## config.mk

```make
export PLATFORM = sky130hd
export DESIGN_NAME = ledger_datapath_flat
export DESIGN_NICKNAME = d
export VERILOG_FILES = /design/src/rtl/ledger_pkg.sv /design/src/rtl/ledger_if.sv /design/src/rtl/ledger_check.sv /design/src/rtl/ledger_datapath.sv /design/src/flat_wrapper.sv
export SDC_FILE = /design/constraint.sdc
export NUM_CORES = 1
export LEC_CHECK = 0
export BUFFER_PORTS_ARGS = -buffer_cell sky130_fd_sc_hd__buf_4
export CORE_MARGIN = 2
export CORE_UTILIZATION = 40
export CTS_CLUSTER_DIAMETER = 60
export DETAILED_ROUTE_END_ITERATION = 8
export GPL_ROUTABILITY_DRIVEN = 0
export GPL_TIMING_DRIVEN = 0
export HOLD_SLACK_MARGIN = 0.12
export PLACE_DENSITY_LB_ADDON = 0.05
export SLEW_MARGIN = 10
export SYNTH_ARGS = -nofsm -noshare
export SYNTH_HDL_FRONTEND = slang
export SYNTH_SLANG_ARGS = --single-unit
```

## constraint.sdc

```tcl
create_clock -name clock -period 3 [get_ports clock]
set_clock_uncertainty 0.1 [all_clocks]
set_input_delay 0.3 -clock clock [delete_from_list [all_inputs] [get_ports clock]]
set_output_delay 0.3 -clock clock [all_outputs]
set_load 0.01 [all_outputs]
```

## src/rtl/ledger_pkg.sv

```systemverilog
// Shared constants, stage/response codes and account slicing for the ledger transaction stage.
package ledger_pkg;

  localparam int NUM_ACCOUNTS = 6;
  localparam int BAL_W        = 8;
  localparam int IDX_W        = 3;
  localparam int DATA_W       = NUM_ACCOUNTS * BAL_W;

  // Stage codes seen by memory_control on the process bus.
  localparam logic [2:0] PROC_IDLE   = 3'b000;
  localparam logic [2:0] PROC_REQ    = 3'b001;
  localparam logic [2:0] PROC_CHECK  = 3'b010;
  localparam logic [2:0] PROC_UPDATE = 3'b011;
  localparam logic [2:0] PROC_WB     = 3'b100;

  localparam logic [1:0] RESP_OK       = 2'b00;
  localparam logic [1:0] RESP_BADIDX   = 2'b01;
  localparam logic [1:0] RESP_NOFUNDS  = 2'b10;
  localparam logic [1:0] RESP_OVERFLOW = 2'b11;

  typedef enum logic [2:0] {
    ST_IDLE,
    ST_REQ,
    ST_LOAD,
    ST_CHECK,
    ST_UPDATE,
    ST_WB,
    ST_RESP
  } state_t;

  // Out-of-range indices read as zero so callers never part-select past the word.
  function automatic logic [BAL_W-1:0] acct_bal(input logic [DATA_W-1:0] img,
                                                input logic [IDX_W-1:0]  idx);
    logic [BAL_W-1:0] bal;
    bal = '0;
    for (int i = 0; i < NUM_ACCOUNTS; i++) begin
      if (idx == IDX_W'(i)) bal = img[i*BAL_W +: BAL_W];
    end
    return bal;
  endfunction

endpackage

```

## src/rtl/ledger_if.sv

```systemverilog
// Transfer request / response bundle between the requester (master) and ledger_datapath (slave).
interface ledger_if;
  import ledger_pkg::*;

  // A request transfers on a rising clock edge with tx_valid && tx_ready; the requester keeps
  // from/to/amount stable while tx_valid is high. resp_valid is a one-cycle strobe, no back-pressure.
  logic             tx_valid;
  logic             tx_ready;
  logic [IDX_W-1:0] tx_from;
  logic [IDX_W-1:0] tx_to;
  logic [BAL_W-1:0] tx_amount;
  logic             resp_valid;
  logic [1:0]       resp_code;

  modport master (
    output tx_valid, tx_from, tx_to, tx_amount,
    input  tx_ready, resp_valid, resp_code
  );

  modport slave (
    input  tx_valid, tx_from, tx_to, tx_amount,
    output tx_ready, resp_valid, resp_code
  );
endinterface

```

## src/rtl/ledger_check.sv

```systemverilog
// Combinational transfer validation: bad index, insufficient funds, destination overflow, in that order.
module ledger_check
  import ledger_pkg::*;
(
  input  logic [DATA_W-1:0] ledger,
  input  logic [IDX_W-1:0]  from_idx,
  input  logic [IDX_W-1:0]  to_idx,
  input  logic [BAL_W-1:0]  amount,
  output logic [1:0]        code
);

  logic [BAL_W-1:0] src_bal;
  logic [BAL_W-1:0] dst_bal;
  logic [BAL_W:0]   dst_sum;
  logic             bad_idx;

  always_comb begin
    src_bal = acct_bal(ledger, from_idx);
    dst_bal = acct_bal(ledger, to_idx);
    dst_sum = {1'b0, dst_bal} + {1'b0, amount};
    bad_idx = (int'(from_idx) >= NUM_ACCOUNTS) || (int'(to_idx) >= NUM_ACCOUNTS) ||
              (from_idx == to_idx);
    code = RESP_OK;
    if (bad_idx)            code = RESP_BADIDX;
    else if (src_bal < amount) code = RESP_NOFUNDS;
    else if (dst_sum[BAL_W])   code = RESP_OVERFLOW;
  end

endmodule

```

## src/rtl/ledger_datapath.sv

```systemverilog
// Transaction stage behind memory_control: load ledger word, validate and apply one transfer,
// write the image back, then return one response.
module ledger_datapath
  import ledger_pkg::*;
(
  input  logic              clock,
  input  logic              resetn,
  input  logic              finished_init,
  input  logic              done,
  input  logic              load_registers,
  input  logic [DATA_W-1:0] mem_q,
  output logic              load_memory,
  output logic [2:0]        process,
  output logic [DATA_W-1:0] datapath_out,
  output state_t            dbg_state,
  ledger_if.slave           bus
);

  state_t           state, state_nx;
  logic [DATA_W-1:0] ledger_q;
  logic [DATA_W-1:0] ledger_upd;
  logic [IDX_W-1:0] from_q;
  logic [IDX_W-1:0] to_q;
  logic [BAL_W-1:0] amt_q;
  logic [1:0]       code_q;
  logic [1:0]       check_code;
  logic             seen_load_q;
  logic             done_q;
  logic             tx_ready_c;
  logic             resp_valid_c;
  logic [1:0]       resp_code_c;

  ledger_check u_check (
    .ledger   (ledger_q),
    .from_idx (from_q),
    .to_idx   (to_q),
    .amount   (amt_q),
    .code     (check_code)
  );

  always_comb begin
    ledger_upd = ledger_q;
    if (code_q == RESP_OK) begin
      for (int i = 0; i < NUM_ACCOUNTS; i++) begin
        if (from_q == IDX_W'(i)) ledger_upd[i*BAL_W +: BAL_W] = ledger_q[i*BAL_W +: BAL_W] - amt_q;
        if (to_q == IDX_W'(i))   ledger_upd[i*BAL_W +: BAL_W] = ledger_q[i*BAL_W +: BAL_W] + amt_q;
      end
    end
  end

  always_ff @(posedge clock or negedge resetn) begin
    if (!resetn) begin
      state        <= ST_IDLE;
      ledger_q     <= '0;
      datapath_out <= '0;
      from_q       <= '0;
      to_q         <= '0;
      amt_q        <= '0;
      code_q       <= RESP_OK;
      seen_load_q  <= 1'b0;
      done_q       <= 1'b0;
    end else begin
      state  <= state_nx;
      done_q <= done;
      case (state)
        ST_IDLE: begin
          if (bus.tx_valid && tx_ready_c) begin
            from_q <= bus.tx_from;
            to_q   <= bus.tx_to;
            amt_q  <= bus.tx_amount;
          end
        end
        ST_REQ:  seen_load_q <= 1'b0;
        ST_LOAD: begin
          if (load_registers) begin
            ledger_q    <= mem_q;
            seen_load_q <= 1'b1;
          end
        end
        ST_CHECK: code_q <= check_code;
        ST_UPDATE: begin
          ledger_q     <= ledger_upd;
          datapath_out <= ledger_upd;
        end
        default: ;
      endcase
    end
  end

  always_comb begin
    state_nx     = state;
    tx_ready_c   = 1'b0;
    load_memory  = 1'b0;
    process      = PROC_IDLE;
    resp_valid_c = 1'b0;
    resp_code_c  = RESP_OK;
    case (state)
      ST_IDLE: begin
        tx_ready_c = finished_init && done;
        if (bus.tx_valid && tx_ready_c) state_nx = ST_REQ;
      end
      ST_REQ: begin
        process     = PROC_REQ;
        load_memory = 1'b1;
        if (!done) state_nx = ST_LOAD;
      end
      ST_LOAD: begin
        process = PROC_REQ;
        if (!load_registers && seen_load_q) state_nx = ST_CHECK;
      end
      ST_CHECK: begin
        process  = PROC_CHECK;
        state_nx = ST_UPDATE;
      end
      ST_UPDATE: begin
        process  = PROC_UPDATE;
        state_nx = ST_WB;
      end
      ST_WB: begin
        // Edge, not level: done may already be high while memory_control waits for 100.
        process = PROC_WB;
        if (done && !done_q) state_nx = ST_RESP;
      end
      ST_RESP: begin
        resp_valid_c = 1'b1;
        resp_code_c  = code_q;
        state_nx     = ST_IDLE;
      end
      default: state_nx = ST_IDLE;
    endcase
  end

  assign bus.tx_ready   = tx_ready_c;
  assign bus.resp_valid = resp_valid_c;
  assign bus.resp_code  = resp_code_c;
  assign dbg_state      = state;

endmodule

```

## src/flat_wrapper.sv

```systemverilog
// flat-port wrapper written by rule: the top's interface ports become plain ports
module ledger_datapath_flat import ledger_pkg::*;
  (clock, resetn, finished_init, done, load_registers, mem_q, load_memory, process, datapath_out, dbg_state, bus_tx_valid, bus_tx_from, bus_tx_to, bus_tx_amount, bus_tx_ready, bus_resp_valid, bus_resp_code);
  ledger_if bus_i ();
  input  logic clock;
  input  logic resetn;
  input  logic finished_init;
  input  logic done;
  input  logic load_registers;
  input  logic [DATA_W-1:0] mem_q;
  output logic load_memory;
  output logic [2:0] process;
  output logic [DATA_W-1:0] datapath_out;
  output state_t dbg_state;
  input wire logic [$bits(bus_i.tx_valid)-1:0] bus_tx_valid;
  input wire logic [$bits(bus_i.tx_from)-1:0] bus_tx_from;
  input wire logic [$bits(bus_i.tx_to)-1:0] bus_tx_to;
  input wire logic [$bits(bus_i.tx_amount)-1:0] bus_tx_amount;
  output wire logic [$bits(bus_i.tx_ready)-1:0] bus_tx_ready;
  output wire logic [$bits(bus_i.resp_valid)-1:0] bus_resp_valid;
  output wire logic [$bits(bus_i.resp_code)-1:0] bus_resp_code;
  assign bus_i.tx_valid = bus_tx_valid;
  assign bus_i.tx_from = bus_tx_from;
  assign bus_i.tx_to = bus_tx_to;
  assign bus_i.tx_amount = bus_tx_amount;
  assign bus_tx_ready = bus_i.tx_ready;
  assign bus_resp_valid = bus_i.resp_valid;
  assign bus_resp_code = bus_i.resp_code;
  ledger_datapath u_core (.clock(clock), .resetn(resetn), .finished_init(finished_init), .done(done), .load_registers(load_registers), .mem_q(mem_q), .load_memory(load_memory), .process(process), .datapath_out(datapath_out), .dbg_state(dbg_state), .bus(bus_i));
endmodule
```

* Yosys cells after proc, flatten, opt, wreduce, memory -nomap -nowiden
Cells that the tools add are included.
Operators by class: $add $sub $neg 13, $mul 0, div/mod/pow operators 0, magnitude comparators 3, equal/unequal tests 22, shift operators 0, muxes and demuxes 42, bitwise operators 0, reductions and logical operators 20
Operators with widths (number):
- $mux 8 | 24
- $mux 48 | 2
- $pmux 48 s2 | 1
- $add 8x8->8 | 6
- $sub 8x8->8 | 6
- $eq 3x3->1 const B | 7
- $eq 3x2->1 const B | 6
- $pmux 3 s6 | 1
- $mux 3 | 4
- $pmux 3 s4 | 1
- $add 8x8->9 | 1
- $eq 3x1->1 const B | 3
- $logic_not 3->1 | 3
- $lt 8x8->1 | 1
- $mux 2 | 4
- $ge 3x3->1 const B | 2
- $ne 2x1->1 const B | 3
- $reduce_and 2->1 | 3
- $logic_and 1x1->1 | 5
- $mux 1 | 4
- $ne 2x2->1 const B | 2
- $reduce_and 4->1 | 1
- $reduce_bool 2->1 | 2
- $eq 3x3->1 | 1
- other kinds (5) | 7
Word-level totals: register bits 117, bits in latches 0, RAM bits 0, bits in read-only memories 0, bits of input ports 68, output and inout bits 59, logic and storage cells 109, memories kept 0

* Logic depth before layout (Yosys ltp)
word-level depth 11, depth in mapped cells 15, mapped depth without buffers 12

* Cells and area by module
A second synthesis with hierarchy kept.
Second synthesis, totals: cell total of the unflattened synthesis 1257, area, all modules 10596.4 µm²
By module, submodules not included:
- ledger_datapath | times used 1, cells each 1084, area an instance 9290.2 µm², seq. area each 2927.8 µm²
- ledger_check | times used 1, cells each 173, area an instance 1306.3 µm², seq. area each 0.0 µm²

* Worst setup path before layout
Ideal clock, no wire load.
kind flip-flop to flip-flop, start point register u_core.amt_q[1], end point register u_core.datapath_out[23], setup time 0.134 ns, data arrival time 2.865 ns, required time 2.766 ns, slack -0.099 ns, stages on the path, launching flop included 10, buffers on the path 0, period minus slack after synthesis 3.099 ns, path through dfrtp_1 -> inv_1 -> ha_1 -> nand2b_1 -> a221o_1 -> a221oi_1 -> mux2i_1 -> nor2_1 -> a311oi_1 -> nor3_1
On the way: cells in the longest elaborated chain, start to end 4, elaborated cells between the ends (all ways) 5, those cells by class add/sub: 2; mux: 3
RTL lines:
- start: declaration | RTL line ledger_datapath.sv:24 | logic [BAL_W-1:0] amt_q;
- start signal: assignment | RTL line ledger_datapath.sv:70 | amt_q <= bus.tx_amount;
- $sub 8x8->8 | RTL line ledger_datapath.sv:45 | if (from_q == IDX_W'(i)) ledger_upd[i*BAL_W +: BAL_W] = ledger_q[i*BAL_W +: BAL_W] - amt_q;
- $mux 8 | RTL line ledger_datapath.sv:45
- $mux 8 * | RTL line ledger_datapath.sv:46 | if (to_q == IDX_W'(i)) ledger_upd[i*BAL_W +: BAL_W] = ledger_q[i*BAL_W +: BAL_W] + amt_q;
- $mux 48 * | RTL line ledger_datapath.sv:43 | if (code_q == RESP_OK) begin
- end signal: assignment | RTL line ledger_datapath.sv:83 | datapath_out <= ledger_upd;
- end: declaration | RTL line ledger_datapath.sv:14 | output logic [DATA_W-1:0] datapath_out,
Every way passes the cells marked *; elsewhere a longest branch is shown, timed or not. A chain may end at the register's enable or synchronous reset.

* Worst setup path in the final report
start point register u_core.code_q[1], end point register u_core.ledger_q[33]
On the way: cells in the longest elaborated chain, start to end 3
RTL lines:
- start: declaration | RTL line ledger_datapath.sv:25 | logic [1:0] code_q;
- start signal: assignment | RTL line ledger_datapath.sv:80 | ST_CHECK: code_q <= check_code;
- $logic_not 2->1 | RTL line ledger_datapath.sv:43
- $mux 48 | RTL line ledger_datapath.sv:43
- $pmux 48 s2 | RTL line ledger_datapath.sv:65 | case (state)
- end signal: assignment | RTL line ledger_datapath.sv:76 | ledger_q <= mem_q;
- end signal: assignment | RTL line ledger_datapath.sv:82 | ledger_q <= ledger_upd;
- end: declaration | RTL line ledger_datapath.sv:20 | logic [DATA_W-1:0] ledger_q;
No other way between the ends.

==> flow_summary.ini <==
[timing]
tightest_slew_ns = 1.26
fin_crit_sh_pct = 101
setup_slack_ns = -0.0261
slew_headroom_pct = 15.8
rsz0062_at_grt = yes
holdWs_ns = 0.139
period_needed_ns = 3.03
hold_violations = 0
fmax_ghz = 0.330
maxSlewViolCount = 0
tns_ns = -0.0261
setup_viol = 1

[synth]
seq_area_frac_synth_pct = 27.3
avgSynthCellArea_um2 = 8.02
synth-xor-area-share_pct = 1.96
ys_dominant_reg_cell = dfrtp_1
synth_mux_area_share_pct = 6.48
synth.area.top_cells = dfrtp_1 27%, ha_1 11%, nor2_1 5.4%, a21oi_1 5.3%, nand2_1 4.8%
synth_edf_count = 0
synth-simple-area-share_pct = 18.9
synth_top_area_share_pct = 27.3
syn_nets = 1515
async_flop_share_pct = 100
synth_cell_types = 72
yosysWarnings = 0
synth_compound_area_share_pct = 26.4
synthCells = 1337
yosysMostFrequentCell = nor2_1
synth_top_family_by_area = compound AO/OA/AOI/OAI gates
syn_area_um2 = 10700
synth-adder-area-share_pct = 13.7
yosys-top-cells-count = 154 x nor2_1, 136 x nand2_1, 117 x dfrtp_1, 114 x a21oi_1, 98 x ha_1
yosys_register_bits = 117
synth_largest_area_cell = dfrtp_1

[worst_setup_path]
r2r-end = u_core.ledger_q[33]
required_ns = 3.15
criticalPathCategory = flip-flop to flip-flop
arrival_ns = 3.18
reg2reg_from = u_core.code_q[1]
ff2ff_path_depth = 6
worst_setup_path_start_kind = flip-flop
critPathMaxFanout = 10
ff2ff_setup_slack_ns = -0.03
cp-end-kind = flip-flop

[detailed_routing]
wire_per_inst_um = 25.7
vias_per_cell = 6.27
first_iter_violations = 1228
routed_wl_mm = 49.3
ant_nets = 0
first_pass_iters = 9
drc = 0
vias = 12000

[global_routing]
gr-total-overflow = 0
grt_antenna_before_repair = 1
grt_pass1_vias = 11200
grt_util_all_layers_pct = 34.9
grt_max_degree = 65
grt_pass1_wl_mm = 72.3

[power]
irDropWorstVdd_mv = 0.515
p_leak_nw = 5.98
p_total_mw = 20.2
p_per_area_nw_per_um2 = 1470

[run_status]
outcome = complete, but fails checks
violations = setup timing

[layout]
drive_above_1_share_pct = 18.6
nets = 1745
syn2layout_area_growth_pct = 28.1

[floorplan]
die_h_um = 168
die_area_um2 = 28100
io_pins = 127
core-area_um2 = 26200
initial_utilization_pct = 40.9
row_count = 59
die_x_um = 168

[clock_network]
htreeDepth = 4
cts_buffer_depth = 2
cts_tree = done
cts_root_buf = clkbuf_16
clkTransAtPathRegs_ns = 0.06
cts.sinks = 117
clk_latency_ns = 0.44
numCtsBuffers = 17

[place]
portBuffers = 126
place_ws_ns = -0.975
dp_hpwl_mm = 34.1

[min_path]
min_from = mem_q[38]
timing.hold.worst.class = primary input to flip-flop
hold_path_depth = 3
holdPathEnd = u_core.ledger_q[38]

[job]
drv_cap = 0
-- per-stage QoR --
stage	instances	instance area [um2]	utilization (%)
final	1916	13700	52.4
after global routing	1915	13700	52.4
after CTS	1912	13600	51.9
after detailed placement	1799	12100	46.2
after global placement	1798	12100	46.1
after floorplan	1337	10700	-
-- routing by layer --
| layer | part of all wire, % | track usage, % | up-vias |
|---|---|---|---|
| li1 | - | - | 5329 |
| met2 | 43 | 52.5 | 713 |
| met4 | 6.3 | 18.6 | 0 |
| met3 | 9.9 | 6.97 | 163 |
| met5 | 0 | 0 | - |
| met1 | 41 | 47.4 | 5811 |
-- worst max path at each step --
stage               slack, ns                       to  cells after the start           startpoint
floorplan                0.08         u_core.code_q[1]                     12     u_core.from_q[0]
global placement        -0.95  u_core.datapath_out[23]                      9      u_core.amt_q[1]
detailed placement      -0.98  u_core.datapath_out[23]                      9      u_core.amt_q[1]
CTS                     0.007      u_core.ledger_q[34]                      9  u_core.dbg_state[1]
global route            -0.02      u_core.ledger_q[36]                     11      u_core.amt_q[2]
finish                  -0.03      u_core.ledger_q[33]                      6     u_core.code_q[1]
-- power breakdown --
group	switching, mW	total (mW)	internal, mW
combinational	8.75	14.3	5.52
sequential	1.33	3.72	2.39
clock	0.838	2.19	1.35
total	10.9	20.2	9.26
-- logic make-up after synthesis --
kind of cell | after synthesis
multiplexers | 64
adder cells (fa/ha/maj) | 110
flip-flops | 117
buffers and inverters | 144
XOR/XNOR | 24
AO/OA/AOI/OAI | 440
AND/OR/NAND/NOR | 438
-- registers in the layout, indices dropped and copies added, names as in the netlist --
| signal | count |
|---|---|
| u_core.from_q | 3 |
| u_core.amt_q | 8 |
| u_core.to_q | 3 |
| u_core.ledger_q | 48 |
| u_core.dbg_state | 3 |
| u_core.code_q | 2 |
| u_core.datapath_out | 48 |
| u_core.seen_load_q | 1 |
| u_core.done_q | 1 |
-- repair_timing --
item | in CTS | in global routing
pin swaps | 0 | 5
gates resized for setup | 40 | 60
setup endpoints to repair | 94 | 71
hold buffers | 61 | 0
buffers inserted | 23 | 5
hold endpoints to repair | 114 | 0
gates cloned | 0 | 0
-- worst max-delay path, cell delays in order (launching register included) --
cell	delay (ns)
dfrtp_1	0.43
or2_2	0.14
clkbuf_1	0.62
clkbuf_1	0.83
a21oi_1	0.24
o221ai_1	0.34
a31oi_1	0.13
-- cell type report --
class / count / area (um2)
Clock buffer: 23 / 468
Clock inverter: 9 / 128
Tap cell: 335 / 419
Multi-Input combinational cell: 1076 / 7330
Timing Repair Buffer: 216 / 1810
Sequential cell: 117 / 2950
Buffer: 74 / 352
Inverter: 65 / 267
Fill cell: 2580 / 12500
Antenna cell: 1 / 2.50
-- layout by cell type (no fill, tap or decap), types with 14 or more instances in the layout --
cell and n:
clkbuf_2 21, clkbuf_16 17, nand2_1 135, nor2_1 153, a21o_1 16, clkbuf_1 35, inv_1 58, dfrtp_1 110
o21ai_0 87, buf_2 14, dlygate4sd3_1 61, o211ai_1 17, buf_4 153, a21oi_1 113, nand2b_1 29, nor3_1 36
mux2i_1 39, o21ai_1 16, mux2_2 22, o221ai_1 17, o22ai_1 29, xnor2_1 18, nor2b_1 25, a31oi_1 21
ha_1 97
(Power assumes the default switching activity.)
